### config.mk
export PLATFORM = sky130hd
export DESIGN_NAME = duck_round_fsm
export DESIGN_NICKNAME = d
export VERILOG_FILES = /design/src/rtl/duck_pkg.sv /design/src/rtl/duck_round_fsm.sv
export SDC_FILE = /design/constraint.sdc
export NUM_CORES = 1
export LEC_CHECK = 0
export ABC_AREA = 0
export BUFFER_PORTS_ARGS = -buffer_cell sky130_fd_sc_hd__clkbuf_2
export CORE_MARGIN = 1
export CORE_UTILIZATION = 25
export DETAILED_ROUTE_END_ITERATION = 12
export PLACE_DENSITY = 0.46
export REMOVE_ABC_BUFFERS = 1
export SLEW_MARGIN = 20
export SYNTH_ARGS = -nofsm -noshare
export SYNTH_HDL_FRONTEND = slang
export SYNTH_SLANG_ARGS = --single-unit
### constraint.sdc
create_clock -name clk -period 2.8 [get_ports clk]
set_clock_uncertainty 0.05 [all_clocks]
set_input_delay 0 -clock clk [delete_from_list [all_inputs] [get_ports clk]]
set_output_delay 0 -clock clk [all_outputs]
set_load 0.01 [all_outputs]
### src/rtl/duck_pkg.sv
// rtl/duck_pkg.sv - shared state type, widths and default frame counts for the duck round controller
package duck_pkg;

  typedef enum logic [2:0] {
    ST_IDLE,
    ST_SPAWN,
    ST_FLY,
    ST_FALL,
    ST_ESCAPE,
    ST_ROUND_END,
    ST_GAME_OVER
  } round_state_t;

  localparam int TW = 10;
  localparam int SW = 16;

  localparam int FLY_FRAMES  = 300;
  localparam int FALL_FRAMES = 60;
  localparam int ESC_FRAMES  = 90;
  localparam int END_FRAMES  = 120;

  localparam int SHOTS    = 3;
  localparam int DUCKS    = 10;
  localparam int MIN_HITS = 6;
  localparam int POINTS   = 100;

endpackage

### src/rtl/duck_round_fsm.sv
// rtl/duck_round_fsm.sv - one-round game flow: spawn, fly, fall/escape, round end; drives down_counter
module duck_round_fsm #(
  parameter int TW          = duck_pkg::TW,
  parameter int FLY_FRAMES  = duck_pkg::FLY_FRAMES,
  parameter int FALL_FRAMES = duck_pkg::FALL_FRAMES,
  parameter int ESC_FRAMES  = duck_pkg::ESC_FRAMES,
  parameter int END_FRAMES  = duck_pkg::END_FRAMES,
  parameter int SHOTS       = duck_pkg::SHOTS,
  parameter int DUCKS       = duck_pkg::DUCKS,
  parameter int MIN_HITS    = duck_pkg::MIN_HITS,
  parameter int POINTS      = duck_pkg::POINTS,
  parameter int SW          = duck_pkg::SW
) (
  input  logic          clk,
  input  logic          reset,
  input  logic          start,
  input  logic          frame_tick,
  input  logic          shot,
  input  logic          hit,
  input  logic          timer_done,
  output logic          timer_ld,
  output logic [TW-1:0] timer_data,
  output logic          timer_en,
  output logic          duck_active,
  output logic          duck_falling,
  output logic          duck_escaping,
  output logic [1:0]    shots_left,
  output logic [3:0]    hit_count,
  output logic [3:0]    duck_idx,
  output logic [7:0]    round_num,
  output logic [SW-1:0] score,
  output logic          game_over
);
  import duck_pkg::*;

  localparam logic [TW-1:0] FLY_LOAD  = TW'(FLY_FRAMES - 1);
  localparam logic [TW-1:0] FALL_LOAD = TW'(FALL_FRAMES - 1);
  localparam logic [TW-1:0] ESC_LOAD  = TW'(ESC_FRAMES - 1);
  localparam logic [TW-1:0] END_LOAD  = TW'(END_FRAMES - 1);
  localparam logic [3:0]    LAST_DUCK = 4'(DUCKS - 1);

  round_state_t  state_q, state_d;
  logic          timer_ld_q, timer_ld_d;
  logic [TW-1:0] timer_data_q, timer_data_d;
  logic          duck_active_q, duck_active_d;
  logic          duck_falling_q, duck_falling_d;
  logic          duck_escaping_q, duck_escaping_d;
  logic [1:0]    shots_left_q, shots_left_d;
  logic [3:0]    hit_count_q, hit_count_d;
  logic [3:0]    duck_idx_q, duck_idx_d;
  logic [7:0]    round_num_q, round_num_d;
  logic [SW-1:0] score_q, score_d;
  logic          game_over_q, game_over_d;

  logic          done_ok;
  logic [SW:0]   score_sum;
  logic [SW-1:0] score_sat;

  // A done seen during the load cycle is the previous interval's sticky flag.
  assign done_ok   = timer_done & ~timer_ld_q;
  assign score_sum = {1'b0, score_q} + (SW+1)'(POINTS);
  assign score_sat = score_sum[SW] ? {SW{1'b1}} : score_sum[SW-1:0];

  always_comb begin
    state_d      = state_q;
    timer_ld_d   = 1'b0;
    timer_data_d = timer_data_q;
    shots_left_d = shots_left_q;
    hit_count_d  = hit_count_q;
    duck_idx_d   = duck_idx_q;
    round_num_d  = round_num_q;
    score_d      = score_q;

    case (state_q)
      ST_IDLE, ST_GAME_OVER: begin
        if (start) begin
          score_d     = '0;
          hit_count_d = '0;
          duck_idx_d  = '0;
          round_num_d = 8'd1;
          state_d     = ST_SPAWN;
        end
      end
      ST_SPAWN: begin
        shots_left_d = 2'(SHOTS);
        state_d      = ST_FLY;
        timer_ld_d   = 1'b1;
        timer_data_d = FLY_LOAD;
      end
      ST_FLY: begin
        if (shot && shots_left_q != 2'd0) begin
          shots_left_d = shots_left_q - 2'd1;
          if (hit) begin
            score_d      = score_sat;
            hit_count_d  = hit_count_q + 4'd1;
            state_d      = ST_FALL;
            timer_ld_d   = 1'b1;
            timer_data_d = FALL_LOAD;
          end else if (shots_left_q == 2'd1 || done_ok) begin
            state_d      = ST_ESCAPE;
            timer_ld_d   = 1'b1;
            timer_data_d = ESC_LOAD;
          end
        end else if (done_ok) begin
          state_d      = ST_ESCAPE;
          timer_ld_d   = 1'b1;
          timer_data_d = ESC_LOAD;
        end
      end
      ST_FALL, ST_ESCAPE: begin
        if (done_ok) begin
          if (duck_idx_q == LAST_DUCK) begin
            state_d      = ST_ROUND_END;
            timer_ld_d   = 1'b1;
            timer_data_d = END_LOAD;
          end else begin
            duck_idx_d = duck_idx_q + 4'd1;
            state_d    = ST_SPAWN;
          end
        end
      end
      ST_ROUND_END: begin
        if (done_ok) begin
          if (hit_count_q >= 4'(MIN_HITS)) begin
            round_num_d = (round_num_q == 8'hFF) ? round_num_q : round_num_q + 8'd1;
            hit_count_d = '0;
            duck_idx_d  = '0;
            state_d     = ST_SPAWN;
          end else begin
            state_d = ST_GAME_OVER;
          end
        end
      end
      default: state_d = ST_IDLE;
    endcase

    duck_active_d   = (state_d == ST_FLY);
    duck_falling_d  = (state_d == ST_FALL);
    duck_escaping_d = (state_d == ST_ESCAPE);
    game_over_d     = (state_d == ST_GAME_OVER);
  end

  always_ff @(posedge clk) begin
    if (!reset) begin
      state_q         <= ST_IDLE;
      timer_ld_q      <= 1'b0;
      timer_data_q    <= '0;
      duck_active_q   <= 1'b0;
      duck_falling_q  <= 1'b0;
      duck_escaping_q <= 1'b0;
      shots_left_q    <= '0;
      hit_count_q     <= '0;
      duck_idx_q      <= '0;
      round_num_q     <= '0;
      score_q         <= '0;
      game_over_q     <= 1'b0;
    end else begin
      state_q         <= state_d;
      timer_ld_q      <= timer_ld_d;
      timer_data_q    <= timer_data_d;
      duck_active_q   <= duck_active_d;
      duck_falling_q  <= duck_falling_d;
      duck_escaping_q <= duck_escaping_d;
      shots_left_q    <= shots_left_d;
      hit_count_q     <= hit_count_d;
      duck_idx_q      <= duck_idx_d;
      round_num_q     <= round_num_d;
      score_q         <= score_d;
      game_over_q     <= game_over_d;
    end
  end

  assign timer_en      = frame_tick & ~timer_ld_q;
  assign timer_ld      = timer_ld_q;
  assign timer_data    = timer_data_q;
  assign duck_active   = duck_active_q;
  assign duck_falling  = duck_falling_q;
  assign duck_escaping = duck_escaping_q;
  assign shots_left    = shots_left_q;
  assign hit_count     = hit_count_q;
  assign duck_idx      = duck_idx_q;
  assign round_num     = round_num_q;
  assign score         = score_q;
  assign game_over     = game_over_q;

endmodule

======== After elaboration in Yosys (flattened, before gate mapping) ========
Index checks and enable logic that the tools add are counted.
word-level totals
  flip-flop bits (word level) ............. 52
  word-level logic and storage cells ...... 108
  output and inout port bits .............. 50
  bits of input ports ..................... 7
cells by class
  magnitude comparators ................... 1
  equality and inequality tests ........... 24
  reduce and logical (&&, ||, !) cells .... 18
  bitwise gates (word level) .............. 3
  mux-type cells .......................... 45
  add/sub/neg operators ................... 5
operators by type and width
  kind                   count
  $mux 16                4
  $mux 10                6
  $mux 8                 4
  $pmux 16 s2            1
  $pmux 10 s3            1
  $mux 4                 7
  $mux 3                 9
  $pmux 4 s3             2
  $ne 2x2->1 const B     9
  $add 16x7->17 const B  1
  $pmux 8 s2             1
  $eq 3x3->1 const B     5
  $pmux 3 s5             1
  $eq 3x2->1 const B     4
  $reduce_and 6->1       2
  $reduce_and 5->1       2
  $reduce_bool 3->1      3
  $add 4x1->4 const B    2
  $add 8x1->8 const B    1
  $eq 8x8->1 const B     1
  $reduce_bool 2->1      4
  $mux 1                 6
  $eq 4x4->1 const B     1
  $ge 4x3->1 const B     1
  16 further kinds       18

======== Logic depth before layout (Yosys ltp) ========
  depth after elaboration ................. 8
  mapped depth ............................ 9
  gate-level depth less buffers ........... 7

======== Least setup slack after synthesis ========
No wires, ideal clock.
  path kind ............................... reg-to-reg
  from .................................... register shots_left_q[0] (netlist: shots_left[0])
  to ...................................... register score_q[11] (netlist: score[11])
  arrival ................................. 1.909 ns
  cell stages (with the launch flop) ...... 10
  data required time ...................... 2.633 ns
  library setup time ...................... 0.117 ns
  clock period less this slack ............ 2.075 ns
  slack ................................... 0.725 ns
  buffers on the path ..................... 2
  cells stage by stage .................... dfxtp_1 inv_1 ha_1 nor2b_1 clkbuf_1 and3_1 buf_2 nor2_1 a31o_2 a22o_1
between the ends
  cells in the longest elaborated chain, start to end .. 4
RTL lines
  element                            line                   text
  from (decl)                        duck_round_fsm.sv:48   logic [1:0] shots_left_q, shots_left_d;
  from (signal assigned)             duck_round_fsm.sv:164  shots_left_q <= shots_left_d;
  $reduce_bool 2->1                  duck_round_fsm.sv:91   if (shot && shots_left_q != 2'd0) begin
  $logic_and 1x1->1                  duck_round_fsm.sv:91
  $ne 2x2->1 (no source line)        -
  $reduce_and 4->1 (no source line)  -
  to (signal assigned)               duck_round_fsm.sv:168  score_q <= score_d;
  to (decl)                          duck_round_fsm.sv:52   logic [SW-1:0] score_q, score_d;
No other way between the ends.
A chain may end at the register's enable or synchronous reset.

======== Worst setup path in the final report ========
  from .................................... register state_q[1]
  to ...................................... register score_q[11] (netlist: score[11])
between the ends
  cells in the longest elaborated chain, start to end .. 4
  elaborated cells between the ends (all ways) .. 10
  those cells by class .................... 5 x eq/ne; 1 x mux; 4 x reduce/logical
RTL lines
  element                                                           line                   text
  from (decl)                                                       duck_round_fsm.sv:42   round_state_t state_q, state_d;
  from (signal assigned)                                            duck_round_fsm.sv:158  state_q <= state_d;
  $eq 3x3->1 or $logic_not 3->1 (tied branches)                     duck_round_fsm.sv:74   case (state_q)
  $reduce_or 2->1                                                   duck_round_fsm.sv:74
  $ne 2x2->1 (no source line) or $reduce_bool 2->1 (tied branches)  -
  $reduce_and 4->1 (no source line)                                 -
Several ways; a longest one is shown, not always the timed one.

==> flow_summary.toml <==
[sta]
period_share = 0.8579
setup_tns_ns = 0
setup-violations-final = 0
period_minus_slack_ns = 2.402
finalHoldViolCount = 0
rsz0062_at_grt = "false"
fmax_ghz = 0.4163
slew_violations = 0
whs_ns = 0.06798
maxSlewHeadroom = 0.4447
tightest_slew_ns = 0.8280

[clocking]
cts.repair.resized = 0
hold_buffers = 1
cts_tree = "done"
clk_latency_ns = 0.31
clock-sinks = 48
root_buffer = "clkbuf_8"
worst_setup_hold_path_clk_slew_ns = 0.10
cts.path.max_buffers = 2
cts_buffers = 5
postCtsSetupBuffers = 0
htree_levels = 2

[worst_hold_path]
holdPathStages = 4
hold_class = "in -> reg"
hold_end = "hit_count[2]"
holdCritStartpoint = "hit"

[global_routing]
grt_overflow = 0
first_global_vias = 2217
track_usage = 0.1304
antenna_found_initial = 0
grt_max_degree = 22
grt_pass1_wl_um = 11520

[power_and_ir_drop]
comb_power_share = 0.188
switching_power_w = 0.0004680
pwr-share-seq = 0.507
peakVddDrop_v = 0.0002449
p_leak_nw = 1.266
pwr-share-clk = 0.304
p_int_w = 0.001034
switching_share = 0.3116
p_per_area_mw_per_mm2 = 482.3

[placement]
numPortBuffers = 54
dp_cells = 493
place_congestion = 0.7938
dpl.hpwl_um = 5160

[critical_path]
r2r_setup_slack_ns = 0.40
rr_worst_depth = 5
timing.rr.start = "state_q[1]"
crit_family = "compound AO/OA/AOI/OAI gates"
crit_type = "reg -> reg"
cp_slowest_cell = "o31ai_2"
start_kind = "flop"
cp.required_ns = 2.96
path_cells = "nor2b_1 -> o31ai_2 -> nor2_1 -> a31o_2 -> a22o_1"
worstReg2RegEnd = "score[11]"
crit_buf_inv = 0
cp-end-kind = "flop"
cp.arrival_ns = 2.56
crit_fanout = 17
slowest_delay_ns = 0.74

[yosys]
synth_edf_count = 0
ys_ff_latch = 48
synth_top_area_cell = "dfxtp_1"
yosys-top-cells-area = "dfxtp_1 37%, a21oi_1 5.2%, nor2_1 4.3%"
yosysMostFrequentCell = "dfxtp_1"
syn_avg_cell_area_um2 = 8.300
synth.top_cell.area_share = 0.3687
ys_seq_area_frac = 0.3687
synth_warnings = 0
synthArstFlopShare = 0
netlist_area_mm2 = 0.002606
ys_types = 59
syn-instance-count = 314
ys.flop_type = "dfxtp_1"
ys_top_cells_by_count = "48 x dfxtp_1, 30 x nor2_1, 27 x a21oi_1"

[die]
die_area_mm2 = 0.01084
core_area_mm2 = 0.009955
pin_count = 57
die_width_um = 104.1
die_h_um = 104.1
rows = 36
start_util = 0.2618

[final_layout]
final_util = 0.3128
final_cells = 502
num-fill-cells = 1074
fin_nets = 383
layout-drive-gt1-share = 0.2222
area_growth_pct = 19.49
n_antenna_cell = 0

[run_status]
status = "completed"

[route]
via_per_inst = 4.890
wl_um = 7035
drt_iter0_markers = 81
wl_per_cell_um = 14.01
dr.pass1.iters = 4
detail-route-antenna-nets = 0
vias = 2455
route.detailed.drc = 0

[run]
cap_violations = 0
[metrics by stage]
| step | area, µm² | total power (W) | setup slack (ns) |
|---|---|---|---|
| 4_1_cts | 3114 | 0.001525 | 0.3772 |
| 2_1_floorplan | 2525 | 0.0009548 | 0.6693 |
| 3_3_place_gp | 3007 | 0.001063 | 0.4594 |
| 5_1_grt | 3114 | 0.001601 | 0.1514 |
| 6_report | 3114 | 0.001502 | 0.3978 |
| 3_5_place_dp | 3007 | 0.001064 | 0.4014 |
[worst max-delay path by stage]
stage,start,end,cells past startpoint
after floorplan,shots_left[0],score[11],7
after global placement,state_q[1],score[11],5
after detailed placement,state_q[1],score[11],5
after CTS,state_q[1],score[11],5
after global routing,state_q[1],score[11],5
final,state_q[1],score[11],5
[cell usage in the layout, fill, tap and decap left out, types with 3 or more instances in the layout]
cell      count
a311oi_1      3
clkbuf_8      6
o31ai_1       3
inv_1        15
a31oi_1       6
nor4_1        3
xnor2_1       3
nand3_1      16
and2_1        3
nand2_1      21
ha_1          8
dfxtp_1      48
clkbuf_2     54
buf_4         6
nand3b_1      3
nor3_1        6
nor2b_1       6
o21a_1        5
a21oi_1      27
and3b_1       3
a21o_1        4
nand2b_1      6
o22ai_1       5
nand4_1       3
nor2_1       30
and3_1        4
a211oi_1      6
o21ai_0      14
or3_1         9
o211a_1       3
[layer usage]
metal / track usage / part of all wire
met1: 0.1814 / 0.49
met3: 0.02506 / 0.037
met5: 0 / 0
met2: 0.2048 / 0.46
met4: 0.03469 / 0.0085
[cell families (layout without fill, tap and decap cells)]
group                      after synthesis  in the layout  synth area share
muxes                                    1              1          0.003841
xor gates and xnor gates                 3              3           0.01008
AOI/OAI and AO/OA                       97             97            0.2612
DFF                                     48             48            0.3687
and+or+nand+nor                        126            126            0.2621
adders and majority gates                8              8           0.03841
other                                    1              2          0.001439
buffers and inverters                   30             84           0.05425
[state kept, by name (all words and copies together), names as in the netlist]
| register | count |
|---|---|
| duck_active | 1 |
| duck_escaping | 1 |
| duck_falling | 1 |
| duck_idx | 4 |
| game_over | 1 |
| hit_count | 4 |
| round_num | 8 |
| score | 15 |
| shots_left | 2 |
| state_q | 3 |
| timer_data | 7 |
| timer_ld | 1 |
[worst register-to-register path: cells and delay by family, from the launching register on]
kind               cells  cell delay, ns
AOI/OAI and AO/OA      3            1.23
DFF                    1            0.66
and+or+nand+nor        2            0.38
[power by group through the flow]
stage | registers (W) | clock network, W | logic, W
2_1_floorplan | 0.000782 | 0 | 0.000173
3_3_place_gp | 0.000777 | 0 | 0.000286
3_5_place_dp | 0.000778 | 0 | 0.000286
4_1_cts | 0.000763 | 0.000474 | 0.000289
5_1_grt | 0.000771 | 0.000511 | 0.000319
6_report | 0.000762 | 0.000457 | 0.000283
[area by class of cell]
type	instances	area, µm²	share of cell area
flip-flops and latches	48	960.9	0.3086
well taps	133	166.4	0.05344
repair buffers	61	325.3	0.1045
clock inverters	2	15.01	0.004821
multi-input cells	237	1508	0.4841
inverters	15	56.30	0.01808
clock buffers	6	82.58	0.02652
(Power assumes the default switching activity.)
